==> src/rtl/mux_16b_8input.sv <==
// -----------------------------------------------------------------------------
// mux_16b_8input
//
// Purpose:
//   Registered 8:1 data selector. On every rising clk edge the input chosen by
//   Op is captured into the Output register, giving exactly one cycle of
//   latency and no combinational path from any input to Output. A synchronous
//   active-high reset clears Output and drops Valid; Valid rises on the first
//   edge at which reset is low and stays high until reset is asserted again.
//
// Ports:
//   clk     in   1      rising-edge clock for all state
//   reset   in   1      synchronous active-high reset (no asynchronous path)
//   A..H    in   WIDTH  data inputs, selected by Op = 3'b000 .. 3'b111
//   Op      in   3      unsigned select code; all eight codes are decoded
//   Output  out  WIDTH  registered copy of the selected input
//   Valid   out  1      Output holds a selection rather than a reset value
// -----------------------------------------------------------------------------
module mux_16b_8input #(
    parameter int WIDTH = 16
) (
    input  logic             clk,
    input  logic             reset,
    input  logic [WIDTH-1:0] A,
    input  logic [WIDTH-1:0] B,
    input  logic [WIDTH-1:0] C,
    input  logic [WIDTH-1:0] D,
    input  logic [WIDTH-1:0] E,
    input  logic [WIDTH-1:0] F,
    input  logic [WIDTH-1:0] G,
    input  logic [WIDTH-1:0] H,
    input  logic [2:0]       Op,
    output logic [WIDTH-1:0] Output,
    output logic             Valid
);

    logic [WIDTH-1:0] w_sel;
    logic [WIDTH-1:0] r_output;
    logic             r_valid;

    // Select the data input addressed by Op; every code maps to a real input.
    always_comb begin
        w_sel = '0;
        case (Op)
            3'b000:  w_sel = A;
            3'b001:  w_sel = B;
            3'b010:  w_sel = C;
            3'b011:  w_sel = D;
            3'b100:  w_sel = E;
            3'b101:  w_sel = F;
            3'b110:  w_sel = G;
            3'b111:  w_sel = H;
            // Unreachable for 2-state Op; X/Z on Op resolves to zero here.
            default: w_sel = '0;
        endcase
    end

    // Capture the selection each edge; reset overrides selection on any edge.
    always_ff @(posedge clk) begin
        if (reset) begin
            r_output <= '0;
            r_valid  <= 1'b0;
        end else begin
            r_output <= w_sel;
            r_valid  <= 1'b1;
        end
    end

    assign Output = r_output;
    assign Valid  = r_valid;

endmodule

==> config.mk <==
export PLATFORM = sky130hd
export DESIGN_NAME = mux_16b_8input
export DESIGN_NICKNAME = d
export VERILOG_FILES = /design/src/rtl/mux_16b_8input.sv
export SDC_FILE = /design/constraint.sdc
export NUM_CORES = 1
export LEC_CHECK = 0
export CAP_MARGIN = 20
export CORE_UTILIZATION = 30
export DETAILED_ROUTE_END_ITERATION = 10
export PLACE_DENSITY = 0.82
export SYNTH_ARGS = -nofsm -noshare
export SYNTH_HDL_FRONTEND = slang
export SYNTH_SLANG_ARGS = --single-unit
==> constraint.sdc <==
create_clock -name clk -period 1.7 [get_ports clk]
set_clock_uncertainty 0.05 [all_clocks]
set_input_delay 0.17 -clock clk [delete_from_list [all_inputs] [get_ports clk]]
set_output_delay 0.17 -clock clk [all_outputs]
set_load 0.005 [all_outputs]
==> flow_summary.rst <==
.. list-table::
   :header-rows: 1

   * - Metric
     - Value
   * - Post-layout minimum cycle time
     - between 1000 and 1500 ps
   * - Ratio of final minimum period to clock period
     - 0.805
   * - Cell area after synthesis
     - approximately 0.0015 sq mm
   * - # Post-CTS Setup Buffers
     - 0
   * - Crit-path max FO
     - 18
   * - Worst IR drop on VDD
     - around 0.34 mV
   * - Total iterations of the first detailed-routing run
     - 4
   * - Number of instances in the synthesized netlist
     - 156
   * - Worst Path Class, Setup
     - in2reg
   * - First-pass GRT wire length
     - 8.82 mm
   * - Static Leakage
     - roughly 1.2 nW
   * - Unique cell type count in the Yosys netlist
     - 24
   * - Drt initial violations
     - 35
   * - Crit path max-delay family
     - buffers and inverters
   * - Fraction of final layout cells with drive strength greater than 1
     - 0.0535
   * - Initial cell density of the core
     - 0.315
   * - Global placer's final weighted congestion
     - roughly 0.74
   * - Post-cts sizing count
     - 0
   * - Average wire length per cell after detail routing
     - about 16 microns
   * - Overall die area
     - between 0.005 and 0.006 sq mm
   * - Outcome
     - finished clean
   * - Arrival @ worst endpoint
     - between 1500 and 2000 ps
   * - Buffers on Ports
     - approximately 150
   * - DRC violation count after routing
     - 0
   * - CTS buffer count
     - 3
   * - Layout overhead on the synthesized area
     - 105%
   * - Final cell count without fillers
     - 366
   * - Number of nets with antenna violations after routing
     - 0
   * - Most common library cell in the layout ignoring fill and taps
     - sky130_fd_sc_hd__clkdlybuf4s50_1
   * - Most frequent cells in the layout
     - sky130_fd_sc_hd__clkdlybuf4s50_1 (148), sky130_fd_sc_hd__mux2i_1 (46), sky130_fd_sc_hd__dfxtp_1 (17)
   * - Number of endpoints failing setup at the final stage
     - 0
   * - Power density over the cells
     - 451 mW/mm^2
   * - Number of standard-cell rows in the floorplan
     - 25
   * - Post-layout nets
     - ~430
   * - Yosys warns
     - 0
   * - Maximum level of the CTS H-tree
     - 1
   * - Overflow left after global routing
     - 0
   * - I/O pin cnt
     - 150
   * - Via density per instance
     - between 5 and 6
   * - Type of element launching the critical path
     - primary input
   * - Post-Place Cell Area
     - about 0.0030 sq mm
   * - Largest buffer count on any clock path
     - 2
   * - CP bufs+invs
     - 2
   * - Classification of the worst-slack hold path
     - in2reg
   * - Pin count of the biggest net entering global routing
     - 35
   * - Placeable core region
     - around 0.0048 sq mm
   * - Vias in the first global route
     - between 1500 and 2000
   * - Number of max-cap violations
     - 0
   * - Clock root buffer master
     - sky130_fd_sc_hd__clkbuf_8
   * - Combined global-route utilization of all metal layers
     - 0.217
   * - Final wirelength
     - roughly 6 mm
   * - Die X
     - between 70 and 80 microns
   * - Max_slew headroom
     - 0.787
   * - Antenna violations before repair
     - 0
   * - Post-cts hold buffer count
     - 0
   * - Fin. Hold Viols
     - 0
   * - Unrepaired setup endpoints after global routing
     - no
   * - Synthesized area per cell
     - 9.66 sq um
   * - Pins Over Slew Limit
     - 0
   * - Number of synthesized register bits
     - 17
   * - Fraction of the yosys area taken by sequential cells
     - 0.226
   * - Final cell area excluding filler cells
     - approximately 0.0031 sq mm
   * - Chip Height
     - roughly 73 microns
   * - Cell Count Post-Placement
     - ~360
   * - Count of vias placed by the detailed router
     - ~1900
   * - Antenna cell count
     - 0
   * - Post-Synthesis Net Count
     - just under 300
   * - Sum of net half-perimeters after detailed placement
     - 4.71 mm
   * - Endpoint required time on the critical path
     - approximately 1800 ps
   * - Clock sinks
     - 17
   * - Crit path largest cell delay
     - around 530 ps
   * - Sequence of cells on the critical path
     - clkdlybuf4s50_1 -> buf_4 -> nor3b_1 -> a211oi_1 -> o221a_1
   * - Transition time at the pin with the least slew margin
     - 320 ps
   * - CTS tree
     - yes
   * - FMAX
     - ~730 MHz
   * - Setup_tns
     - 0 ps
   * - Reg clk slew, reported paths
     - around 70 ps
   * - Critical-path top delay cell
     - sky130_fd_sc_hd__clkdlybuf4s50_1
   * - Kind of end point of the critical path
     - register
[path summary, 6_finish.rpt]
check	startpoint	end	slack [ps]	cells past startpoint
setup / recovery	Op[2]	Output[2]	330	5
hold / removal	Op[1]	Output[5]	500	4
[metrics by stage]
stage	util	worst slack, ps	power, mW	hold WS [ps]
after floorplan	-	409	0.683	308
after global placement	0.637	111	1.09	754
after detailed placement	0.637	74.0	1.10	774
after CTS	0.647	339	1.41	500
after global routing	0.647	253	1.47	531
final	0.647	331	1.39	504
[cells by family after synthesis]
group | count (synthesis) | share of synthesized area
buffers and inverters | 20 | 0.0896
AO/OA/AOI/OAI | 50 | 0.271
AND/OR/NAND/NOR | 22 | 0.101
multiplexers | 47 | 0.313
flip-flops | 17 | 0.226
[sequential cells by signal (all words and copies together), names as in the netlist]
register	flops
Valid	1
Output	16
[synthesized netlist by cell type]
library cell	number	area, sq um
sky130_fd_sc_hd__a211o_1	1	8.76
sky130_fd_sc_hd__a211oi_1	15	113
sky130_fd_sc_hd__a21oi_1	1	5.00
sky130_fd_sc_hd__a22oi_1	1	7.51
sky130_fd_sc_hd__a31oi_1	1	6.26
sky130_fd_sc_hd__buf_2	3	15.0
sky130_fd_sc_hd__buf_4	4	30.0
sky130_fd_sc_hd__buf_6	4	45.0
sky130_fd_sc_hd__buf_8	1	15.0
sky130_fd_sc_hd__clkbuf_1	6	22.5
sky130_fd_sc_hd__dfxtp_1	17	340
sky130_fd_sc_hd__inv_1	1	3.75
sky130_fd_sc_hd__inv_2	1	3.75
sky130_fd_sc_hd__mux2_2	1	11.3
sky130_fd_sc_hd__mux2i_1	46	460
sky130_fd_sc_hd__nand2_1	1	3.75
sky130_fd_sc_hd__nand2b_1	2	12.5
sky130_fd_sc_hd__nand3_1	1	5.00
sky130_fd_sc_hd__nor2_1	2	7.51
sky130_fd_sc_hd__nor3b_1	15	113
sky130_fd_sc_hd__o21ai_1	1	5.00
sky130_fd_sc_hd__o221a_1	15	169
sky130_fd_sc_hd__o22ai_1	15	93.8
sky130_fd_sc_hd__or3_4	1	11.3
[power breakdown]
part           total, mW  internal (mW)  switching, mW
logic              0.653          0.451          0.202
registers          0.440          0.432        0.00862
clock network      0.301          0.162          0.139
[metal layers]
layer,vias to the layer above,share of wire,global-route usage
li1,913,-,-
met1,851,0.40,0.252
met2,74,0.51,0.399
met3,12,0.061,0.0345
met4,0,0.023,0.0784
met5,-,0,0
[cell type report]
class | instances | area (sq um)
inverters | 2 | 7.51
repair buffers | 157 | 1580
fillers | 422 | 1690
clock buffers | 3 | 41.3
well taps | 67 | 83.8
flip-flops and latches | 17 | 340
multi-input cells | 119 | 1030
clock inverters | 1 | 5.00
No activity file was read; power rests on OpenSTA's default activity.
